File: config.mk
export PLATFORM = sky130hd
export DESIGN_NAME = button_pulse_gen
export DESIGN_NICKNAME = d
export VERILOG_FILES = /design/src/rtl/button_pulse_gen.sv
export SDC_FILE = /design/constraint.sdc
export NUM_CORES = 1
export LEC_CHECK = 0
export CAP_MARGIN = 30
export CORE_ASPECT_RATIO = 1.2
export CORE_MARGIN = 1
export CORE_UTILIZATION = 53
export DETAILED_ROUTE_END_ITERATION = 10
export GPL_TIMING_DRIVEN = 0
export PLACE_DENSITY_LB_ADDON = 0.25
export SYNTH_ARGS = -nofsm -noshare
export SYNTH_HDL_FRONTEND = slang
export SYNTH_SLANG_ARGS = --single-unit
File: constraint.sdc
create_clock -name clk -period 3.3 [get_ports clk]
set_clock_uncertainty 0.1 [all_clocks]
set_input_delay 0.33 -clock clk [delete_from_list [all_inputs] [get_ports clk]]
set_output_delay 0.33 -clock clk [all_outputs]
set_load 0.1 [all_outputs]
File: src/rtl/button_pulse_gen.sv
// Button front end: two-flop synchroniser, debouncer and edge detector per
// push-button, hold-to-repeat for left/right, and a priority arbiter that
// issues at most one registered command pulse per clock.
module button_pulse_gen #(
    parameter int unsigned DEBOUNCE_CYCLES = 4,
    parameter int unsigned REPEAT_DELAY    = 10,
    parameter int unsigned REPEAT_RATE     = 5
) (
    input  logic       clk,
    input  logic       reset,
    input  logic       btn_left_raw,
    input  logic       btn_right_raw,
    input  logic       btn_confirm_raw,
    output logic       left,
    output logic       right,
    output logic       confirm,
    output logic [2:0] held
);

    localparam logic [23:0] DB_LAST = 24'(DEBOUNCE_CYCLES - 1);
    localparam logic [23:0] RD_LAST = 24'(REPEAT_DELAY - 1);
    localparam logic [23:0] RR_LAST = 24'(REPEAT_RATE - 1);

    typedef enum logic [1:0] {
        ST_IDLE   = 2'd0,
        ST_DELAY  = 2'd1,
        ST_REPEAT = 2'd2
    } rep_state_e;

    typedef enum logic {
        CF_IDLE = 1'b0,
        CF_HELD = 1'b1
    } cf_state_e;

    // Bit order everywhere: [2] confirm, [1] right, [0] left.
    logic [2:0] raw;
    logic [2:0] deb;     // debounced levels
    logic [2:0] rise;    // one-cycle flag: debounced level rose on the last edge
    logic [2:0] ev;      // command events raised by the per-button FSMs
    logic [2:0] pend_q, pend_d;
    logic [2:0] out_q, out_d;

    assign raw = {btn_confirm_raw, btn_right_raw, btn_left_raw};

    generate
        for (genvar gi = 0; gi < 3; gi++) begin : g_db
            logic        sync1_q, sync2_q;
            logic        deb_q, deb_d;
            logic        rise_q, rise_d;
            logic [23:0] dc_q, dc_d;

            // Debounce: flip the level only after DEBOUNCE_CYCLES disagreeing samples in a row
            always_comb begin
                deb_d  = deb_q;
                dc_d   = dc_q;
                rise_d = 1'b0;
                if (sync2_q == deb_q) begin
                    dc_d = '0;
                end else if (dc_q == DB_LAST) begin
                    deb_d  = ~deb_q;
                    dc_d   = '0;
                    rise_d = ~deb_q;
                end else begin
                    dc_d = dc_q + 24'd1;
                end
            end

            // Synchroniser, debounced level, counter and rise flag registers
            always_ff @(posedge clk or negedge reset) begin
                if (!reset) begin
                    sync1_q <= 1'b0;
                    sync2_q <= 1'b0;
                    deb_q   <= 1'b0;
                    rise_q  <= 1'b0;
                    dc_q    <= '0;
                end else begin
                    sync1_q <= raw[gi];
                    sync2_q <= sync1_q;
                    deb_q   <= deb_d;
                    rise_q  <= rise_d;
                    dc_q    <= dc_d;
                end
            end

            assign deb[gi]  = deb_q;
            assign rise[gi] = rise_q;
        end

        for (genvar gi = 0; gi < 2; gi++) begin : g_rep
            rep_state_e  state_q, state_d;
            logic [23:0] rc_q, rc_d;
            logic        ev_c;

            // Hold-to-repeat: press event, then REPEAT_DELAY, then every REPEAT_RATE
            always_comb begin
                state_d = state_q;
                rc_d    = rc_q;
                ev_c    = 1'b0;
                case (state_q)
                    ST_IDLE: begin
                        if (rise[gi]) begin
                            ev_c    = 1'b1;
                            state_d = ST_DELAY;
                            rc_d    = '0;
                        end
                    end
                    ST_DELAY: begin
                        if (!deb[gi]) begin
                            state_d = ST_IDLE;
                            rc_d    = '0;
                        end else if (rc_q == RD_LAST) begin
                            ev_c    = 1'b1;
                            state_d = ST_REPEAT;
                            rc_d    = '0;
                        end else begin
                            rc_d = rc_q + 24'd1;
                        end
                    end
                    ST_REPEAT: begin
                        if (!deb[gi]) begin
                            state_d = ST_IDLE;
                            rc_d    = '0;
                        end else if (rc_q == RR_LAST) begin
                            ev_c = 1'b1;
                            rc_d = '0;
                        end else begin
                            rc_d = rc_q + 24'd1;
                        end
                    end
                    default: begin
                        state_d = ST_IDLE;
                        rc_d    = '0;
                    end
                endcase
            end

            // Repeat FSM state and counter registers
            always_ff @(posedge clk or negedge reset) begin
                if (!reset) begin
                    state_q <= ST_IDLE;
                    rc_q    <= '0;
                end else begin
                    state_q <= state_d;
                    rc_q    <= rc_d;
                end
            end

            assign ev[gi] = ev_c;
        end
    endgenerate

    cf_state_e cf_state_q, cf_state_d;
    logic      cf_ev;

    // Confirm: one event per press, nothing while held
    always_comb begin
        cf_state_d = cf_state_q;
        cf_ev      = 1'b0;
        if (cf_state_q == CF_IDLE) begin
            if (rise[2]) begin
                cf_ev      = 1'b1;
                cf_state_d = CF_HELD;
            end
        end else if (!deb[2]) begin
            cf_state_d = CF_IDLE;
        end
    end

    // Confirm FSM state register
    always_ff @(posedge clk or negedge reset) begin
        if (!reset) begin
            cf_state_q <= CF_IDLE;
        end else begin
            cf_state_q <= cf_state_d;
        end
    end

    assign ev[2] = cf_ev;

    // Arbiter: grant the highest-priority request; losers stay pending, duplicates merge
    always_comb begin
        logic [2:0] req;
        req   = pend_q | ev;
        out_d = 3'b000;
        if (req[0]) begin
            out_d = 3'b001;
        end else if (req[1]) begin
            out_d = 3'b010;
        end else if (req[2]) begin
            out_d = 3'b100;
        end
        pend_d = req & ~out_d;
    end

    // Pending flags and registered one-hot command outputs
    always_ff @(posedge clk or negedge reset) begin
        if (!reset) begin
            pend_q <= 3'b000;
            out_q  <= 3'b000;
        end else begin
            pend_q <= pend_d;
            out_q  <= out_d;
        end
    end

    assign left    = out_q[0];
    assign right   = out_q[1];
    assign confirm = out_q[2];
    assign held    = deb;

endmodule
After elaboration in Yosys (flattened, before gate mapping)
Cells that the tools add are included.

word-level totals
  bits in registers = 143
  bits of input ports = 5
  output and inout bits = 6
  word-level logic and storage cells = 116

operators by class
  add/subtract/negate cells = 5
  equal/unequal tests = 20
  muxes and demuxes = 53
  bitwise operators = 9
  reduce and logical (&&, ||, !) cells = 7

operators with widths
  kind                     number
  $mux W24                 16
  $pmux W24 S3             2
  $add A24 B1 Y24 const B  5
  $eq A24 B2 Y1 const B    3
  $eq A24 B3 Y1 const B    2
  $eq A24 B4 Y1 const B    2
  $mux W1                  20
  $mux W2                  8
  $pmux W2 S3              2
  $mux W3                  3
  $ne A2 B2 Y1 const B     4
  $ne A3 B3 Y1 const B     2
  $not A1 Y1               6
  $pmux W1 S3              2
  $reduce_and A2 Y1        3
  $reduce_and A3 Y1        2
  $eq A2 B1 Y1 const B     2
  $eq A2 B2 Y1 const B     2
  $logic_not A2 Y1         2
  $and A3 B3 Y3            1
  $eq A1 B1 Y1             3
  $not A3 Y3               1
  $or A3 B3 Y3             1

Longest topological paths before layout
Gate-level depths: netlist of the first run.

  word-level depth = 10
  depth in mapped cells = 9
  depth with buffers taken out = 8

Worst setup path before layout of the first run
Ideal clock, no wire load.

  path type = register to register
  start point = register g_rep[1].rc_q[0]
  end point = register g_rep[1].rc_q[16]
  library setup time = 0.118 ns
  data arrival time = 1.767 ns
  data required time = 3.082 ns
  slack = 1.315 ns
  stages on the path, launching flop included = 8
  path buffers = 0
  period minus slack after synthesis = 1.985 ns
  cells stage by stage = dfrtp_1 > inv_1 > ha_1 > nand2_1 > o32a_1 > o41ai_4 > o22ai_1 > a21o_1

on the way
  word-level cells in the longest chain between the ends = 4
  elaborated cells between the ends (all ways) = 8
  classes of those cells = 1 x add/sub; 2 x eq/ne; 5 x mux

ends and longest elaborated chain
  what                                     line      RTL
  from (decl)                              91        logic [23:0] rc_q, rc_d;
  from (signal assigned)                   144       rc_q <= rc_d;
  $add A24 B1 Y24 (tied with other cells)  116, 127
  $mux W24, on equally long branches       123, 111
  $mux W24, on equally long branches       120, 108
  $pmux W24 S3 (*)                         99        case (state_q)

Every way passes the cells marked *; elsewhere a longest branch is shown, timed or not.
A chain may end at the register's enable or synchronous reset.

Final worst setup path of the first run
  start point = register g_db[1].deb_q
  end point = output port held[1]

RTL lines
  what                    line  RTL
  from (decl)             48    logic deb_q, deb_d;
  from (signal assigned)  73    deb_q <= 1'b0;
  from (signal assigned)  79    deb_q <= deb_d;
  to (decl)               17    output logic [2:0] held

No word-level cell between the ends.

==> impl_metrics.yaml, run 1 <==
status:
  outcome: "finished clean"
grt:
  grt_pass1_wl_mm: 25.6
  grt_pass1_vias: 5658
  grt-ovfl-total: 0
  antenna_found_initial: 0
  grt_max_degree: 85
  grt_usage_pct: 22.9
clock_tree:
  cts_max_path_buffers: 2
  hold_buffers: 1
  post_cts_resized: 0
  clkSlewWorstSetupHoldPaths_ns: 0.06
  htreeDepth: 4
  ctsRootBufferMaster: "clkbuf_16"
  cts_tree: "built"
  clk_latency_ns: 0.43
  post_cts.repair.setup_buffers: 0
  cts_made_buffers: 17
  cts_sinks: 142
setup_path:
  r2r_cells: 6
  crit_start: "g_db[1].deb_q"
  rr_startpoint: "g_db[0].dc_q[0]"
  cp-end-kind: "output pin"
  critical_path_class: "reg -> out"
  path_cells: "buf_4 > clkdlybuf4s50_1"
  cp.depth: 2
  crit_path_start_kind: "flip-flop"
  required_ns: 2.87
  worstSetupEndpoint: "held[1]"
  slowest_stage: "clkdlybuf4s50_1"
  crit_fanout: 7
  critPathMaxStageDelay_ns: 1.12
  path_buf_inv: 2
  crit_arrival_ns: 2.17
  r2r_slack_ns: 0.89
  critical_path.top_delay_family: "buffers and inverters"
  timing.rr.end: "g_db[0].dc_q[15]"
die:
  start_util_pct: 55.0
  die_y_um: 131
  rows: 46
  io_pins: 11
  dieWidth_um: 109
  die_area_um2: 14300
  core_um2: 13400
placement:
  gp_congestion: 0.810
  place_area_um2: 7680
  hpwl_mm: 9.97
  portBuffers: 10
synth:
  seq_area_frac_synth_pct: 48.4
  yosys-top-cells-area: "dfrtp_1, nor2_1, xnor2_1"
  synthDistinctLibCells: 51
  yosysMostFrequentCell: "dfrtp_1"
  synth_top_cell_area_share_pct: 48.4
  ys.flop_type: "dfrtp_1"
  synth.cell_area_um2: 7340
  synthArstFlopShare_pct: 100
  ys_ff_latch: 142
  syn_inst: 770
  synth_top_area_cell: "dfrtp_1"
  synth_warnings: 0
  synth_common_cells: "dfrtp_1, nor2_1, xnor2_1"
  syn_nets: 792
  synth_edf_count: 0
  syn_avg_cell_area_um2: 9.54
sta:
  relSlewSlack_pct: 34.4
  setup_violations: 0
  slew_viol_final: 0
  finalHoldViolCount: 0
  rsz0062_at_grt: "false"
  min_period_over_period_pct: 78.7
  max_freq_ghz: 0.385
  period_needed_ns: 2.60
  tightest_slew_ns: 0.981
layout:
  fin_util_pct: 62.0
  syn_to_final_growth_pct: 12.7
  final_nets: 823
  fin_area_um2: 8280
  n_fill_cell: 1088
  drive_gt1_share_pct: 6.63
  diodes: 0
power:
  p_leak_uw: 0.00352
  totalPowerFinal_uw: 4950
  ir_drop_mv: 0.444
  p_per_area_nw_per_um2: 598
routing:
  vias: 5604
  drc: 0
  via_per_inst: 5.71
  drt_first_pass_iters: 5
  routed_wirelength_mm: 14.6
  wl_per_cell_um: 14.8
  antenna_left: 0
  drtIter0Drc: 329
worst_hold_path:
  hold_path_class: "in -> reg"
flow_run:
  drv_cap: 0
## logic make-up after synthesis
group	after synthesis	share of synthesized area, %
DFF	142	48.4
AOI/OAI and AO/OA	64	5.76
adders and majority gates	17	2.90
xor gates and xnor gates	95	11.3
buffers and inverters	59	3.32
muxes	8	1.23
and+or+nand+nor	385	27.1
## cell usage in the layout (no fill, tap or decap), types with 15 or more instances in the layout
cell type	instances
dfrtp_1	142
nor3_1	22
nor4_1	41
xor2_1	40
ha_1	17
clkbuf_16	17
inv_1	27
nand3_1	28
nand2_1	54
nor2_1	130
and3_1	16
clkbuf_1	23
nand4_1	32
and4_1	15
xnor2_1	55
## flip-flops by register name, indices dropped and copies added (netlist names)
signal,cells
g_db.sync1_q,3
pend_q,2
g_rep.state_q,4
g_db.sync2_q,3
out_q,3
g_db.dc_q,72
g_db.rise_q,3
g_db.deb_q,3
cf_state_q,1
g_rep.rc_q,48
## area by class of cell
type                            instances  area, um2  area share, %
Buffer                                 30        135           1.63
Clock buffer                           23        478           5.77
Clock inverter                          9        109           1.31
Inverter                               29        109           1.31
Multi-Input combinational cell        569       3550           42.8
Sequential cell                       142       3550           42.9
Tap cell                              168        210           2.54
Timing Repair Buffer                   12        139           1.68
## per-layer routing
| layer | share of wire [%] | track usage (%) | routed length [um] | vias to the layer above |
|---|---|---|---|---|
| met2 | 52 | 39.8 | 7550 | 80 |
| met4 | 1.9 | 9.65 | 280 | 0 |
| met3 | 2.3 | 4.37 | 334 | 23 |
| met5 | 0 | 0 | 0 | - |
| li1 | - | - | - | 2753 |
| met1 | 44 | 27.7 | 6390 | 2748 |
## metrics by stage
| stage | setup WS [ns] | hold WS, ns | instances | TNS [ns] |
|---|---|---|---|---|
| finish | 0.705 | 0.254 | 982 | 0 |
| floorplan | 1.32 | -0.0656 | 770 | 0 |
| CTS | 0.683 | 0.243 | 982 | 0 |
| detailed placement | 0.912 | 0.240 | 949 | 0 |
| global placement | -3.70 | 0.233 | 948 | -523.63 |
| global route | 0.637 | 0.246 | 982 | 0 |
## where the power goes
part / internal [uW] / switching [uW] / total, uW
clock network: 1170 / 723 / 1900
registers: 1840 / 112 / 1950
logic: 331 / 773 / 1100
## worst reg2reg max path, delay by kind of cell (launching register included)
kind	cells	cell delay (ns)
adder cells (fa/ha/maj)	1	0.28
flip-flops	1	0.42
buffers and inverters	1	0.42
AO/OA/AOI/OAI	1	0.48
AND/OR/NAND/NOR	3	0.57
## worst min path at each step
| stage | slack [ns] | endpoint | cells past startpoint | startpoint |
|---|---|---|---|---|
| 6_report | 0.25 | g_db[0].sync1_q | 1 | btn_left_raw |
| 5_1_grt | 0.25 | g_db[0].sync1_q | 1 | btn_left_raw |
| 4_1_cts | 0.24 | g_db[0].sync1_q | 1 | btn_left_raw |
| 3_5_place_dp | 0.24 | g_db[2].dc_q[11] | 1 | reset |
| 3_3_place_gp | 0.23 | g_db[1].sync2_q | 0 | g_db[1].sync1_q |
| 2_1_floorplan | -0.07 | cf_state_q | 0 | reset |
No activity file was read; power rests on OpenSTA's default activity.
==> inputs of run 2 (changes only) <==
clock period = 2.2 ns   (was 3.3 ns; I/O delays follow)
==> run 2 against run 1 <==
Critical path depth is 6 higher. Combinational power is 75% higher. Count of clock-buffer cells in the layout stayed put. Sequential power is 50% higher. Flip-flop and latch count stayed put. Register-to-register slack worse by 0.85 ns. First-iteration DRC count is 18% higher.
==> impl_metrics.yaml, run 2 (synthesis gave the netlist of run 1 again) <==
power:
  p_leak_uw: 0.00373
  totalPowerFinal_uw: 7690
  pwr-share-seq_pct: 38.1
  p_per_area_nw_per_um2: 894
  ir_drop_mv: 0.601
  comb_power_share_pct: 24.9
  clkPwrFrac_pct: 36.9
  p_int_uw: 5190
  switching_share_pct: 32.5
  netSwitchingPower_uw: 2490
grt:
  grt_usage_pct: 23.3
  grt_pass1_wl_mm: 26.2
  grt_pass1_vias: 5735
  grt-ovfl-total: 0
  antenna_found_initial: 0
  grt_max_degree: 85
layout:
  largest-register: "g_db.dc_q"
  layout_common_cells: "dfrtp_1, nor2_1, xnor2_1"
  top_regs: "g_db.dc_q x72, g_rep.rc_q x48, g_rep.state_q x4"
  drive_gt1_share_pct: 12.3
  fin_cells: 1004
  final_nets: 845
  n_fill_cell: 1042
  final_common_cell: "dfrtp_1"
  diodes: 0
  largest_reg_flops: 72
  syn_to_final_growth_pct: 17.1
placement:
  portBuffers: 10
  placed_cells: 949
  hpwl_mm: 9.97
  gp_congestion: 0.810
  post-place-ws_ns: -0.188
setup_path:
  r2r_slack_ns: 0.04
  path_cells: "inv_2 > ha_4 > nand2_1 > o32a_1 > o31ai_4 > buf_6 > o21ai_1 > a22o_1"
  path_buf_inv: 2
  rr_startpoint: "g_rep[1].rc_q[0]"
  critPathMaxStageDelay_ns: 0.44
  critical_path.top_delay_family: "compound AO/OA/AOI/OAI gates"
  slowest_stage: "dfrtp_2"
  crit_path_start_kind: "flip-flop"
  required_ns: 2.40
  timing.rr.end: "g_rep[1].rc_q[15]"
  worstSetupEndpoint: "g_rep[1].rc_q[15]"
  crit_start: "g_rep[1].rc_q[0]"
  r2r_cells: 8
  critical_path_class: "reg -> reg"
  cp-end-kind: "flip-flop"
  cp.depth: 8
  crit_fanout: 6
  crit_arrival_ns: 2.36
routing:
  routed_wirelength_mm: 15.2
  wl_per_cell_um: 15.2
  drc: 0
  via_per_inst: 5.72
  drt_first_pass_iters: 5
  drtIter0Drc: 388
  antenna_left: 0
  vias: 5745
clock_tree:
  ctsRootBufferMaster: "clkbuf_16"
  cts_made_buffers: 17
  cts_max_path_buffers: 2
  cts_sinks: 142
  htreeDepth: 4
  clkSlewWorstSetupHoldPaths_ns: 0.06
  clk_latency_ns: 0.42
  cts_tree: "built"
sta:
  fin_setup_tns_ns: 0
  relSlewSlack_pct: 35.3
  setup_violations: 0
  max_freq_ghz: 0.464
  fin_ws_ns: 0.0435
  rsz0062_at_grt: "true"
  tightest_slew_ns: 0.974
  finalHoldViolCount: 0
  slew_viol_final: 0
  min_period_over_period_pct: 98.0
  period_needed_ns: 2.16
die:
  rows: 46
  die_y_um: 131
  core_um2: 13400
  die_area_um2: 14300
  dieWidth_um: 109
  start_util_pct: 55.0
  io_pins: 11
flow_run:
  drv_cap: 0
status:
  outcome: "finished clean"
worst_hold_path:
  hold_path_class: "in -> reg"
-- run 2: worst min path at each step --
stage	startpoint	endpoint	cells past startpoint
finish	btn_left_raw	g_db[0].sync1_q	1
detailed placement	reset	g_db[2].dc_q[11]	1
global placement	g_db[1].sync1_q	g_db[1].sync2_q	0
CTS	btn_left_raw	g_db[0].sync1_q	1
global route	btn_left_raw	g_db[0].sync1_q	1
floorplan	reset	cf_state_q	0
-- run 2: timing repair --
item / 4_1_cts / 5_1_grt
cloned: 0 / 1
hold buffers: 1 / 0
gates resized for setup: 23 / 35
endpoints found under the setup margin: 77 / 85
hold endpoints to repair: 58 / 0
buffers inserted: 10 / 11
pin swaps: 5 / 11
-- run 2: layout make-up --
class                   instances  area [um2]  area share, %
repair buffers                 34         300           3.49
clock buffers                  23         478           5.56
clock inverters                 9         109           1.27
multi-input cells             569        3670           42.7
flip-flops and latches        142        3550           41.4
plain buffers                  30         164           1.91
well taps                     168         210           2.45
inverters                      29         109           1.27
-- run 2: routing by layer --
metal,GRT usage [%],vias to the layer above,wire [um]
met5,0,-,0
met3,4.46,28,462
li1,-,2801,-
met2,40.6,113,8060
met4,9.49,0,263
met1,28.3,2803,6440
-- run 2: per-stage QoR --
step	hold slack (ns)	area (um2)	util [%]
after floorplan	-0.176	7340	-
after global placement	0.233	7650	57.3
after detailed placement	0.130	7680	57.5
after CTS	0.133	8400	62.9
after global routing	0.136	8600	64.4
final	0.142	8600	64.4
-- run 2: power groups by stage --
stage	Sequential, uW	Combinational (uW)	Clock [uW]
final	2930	1920	2840
after global routing	2960	2110	3000
after global placement	2960	1610	0
after floorplan	2950	1210	0
after detailed placement	2970	1660	0
after CTS	2930	1760	2890
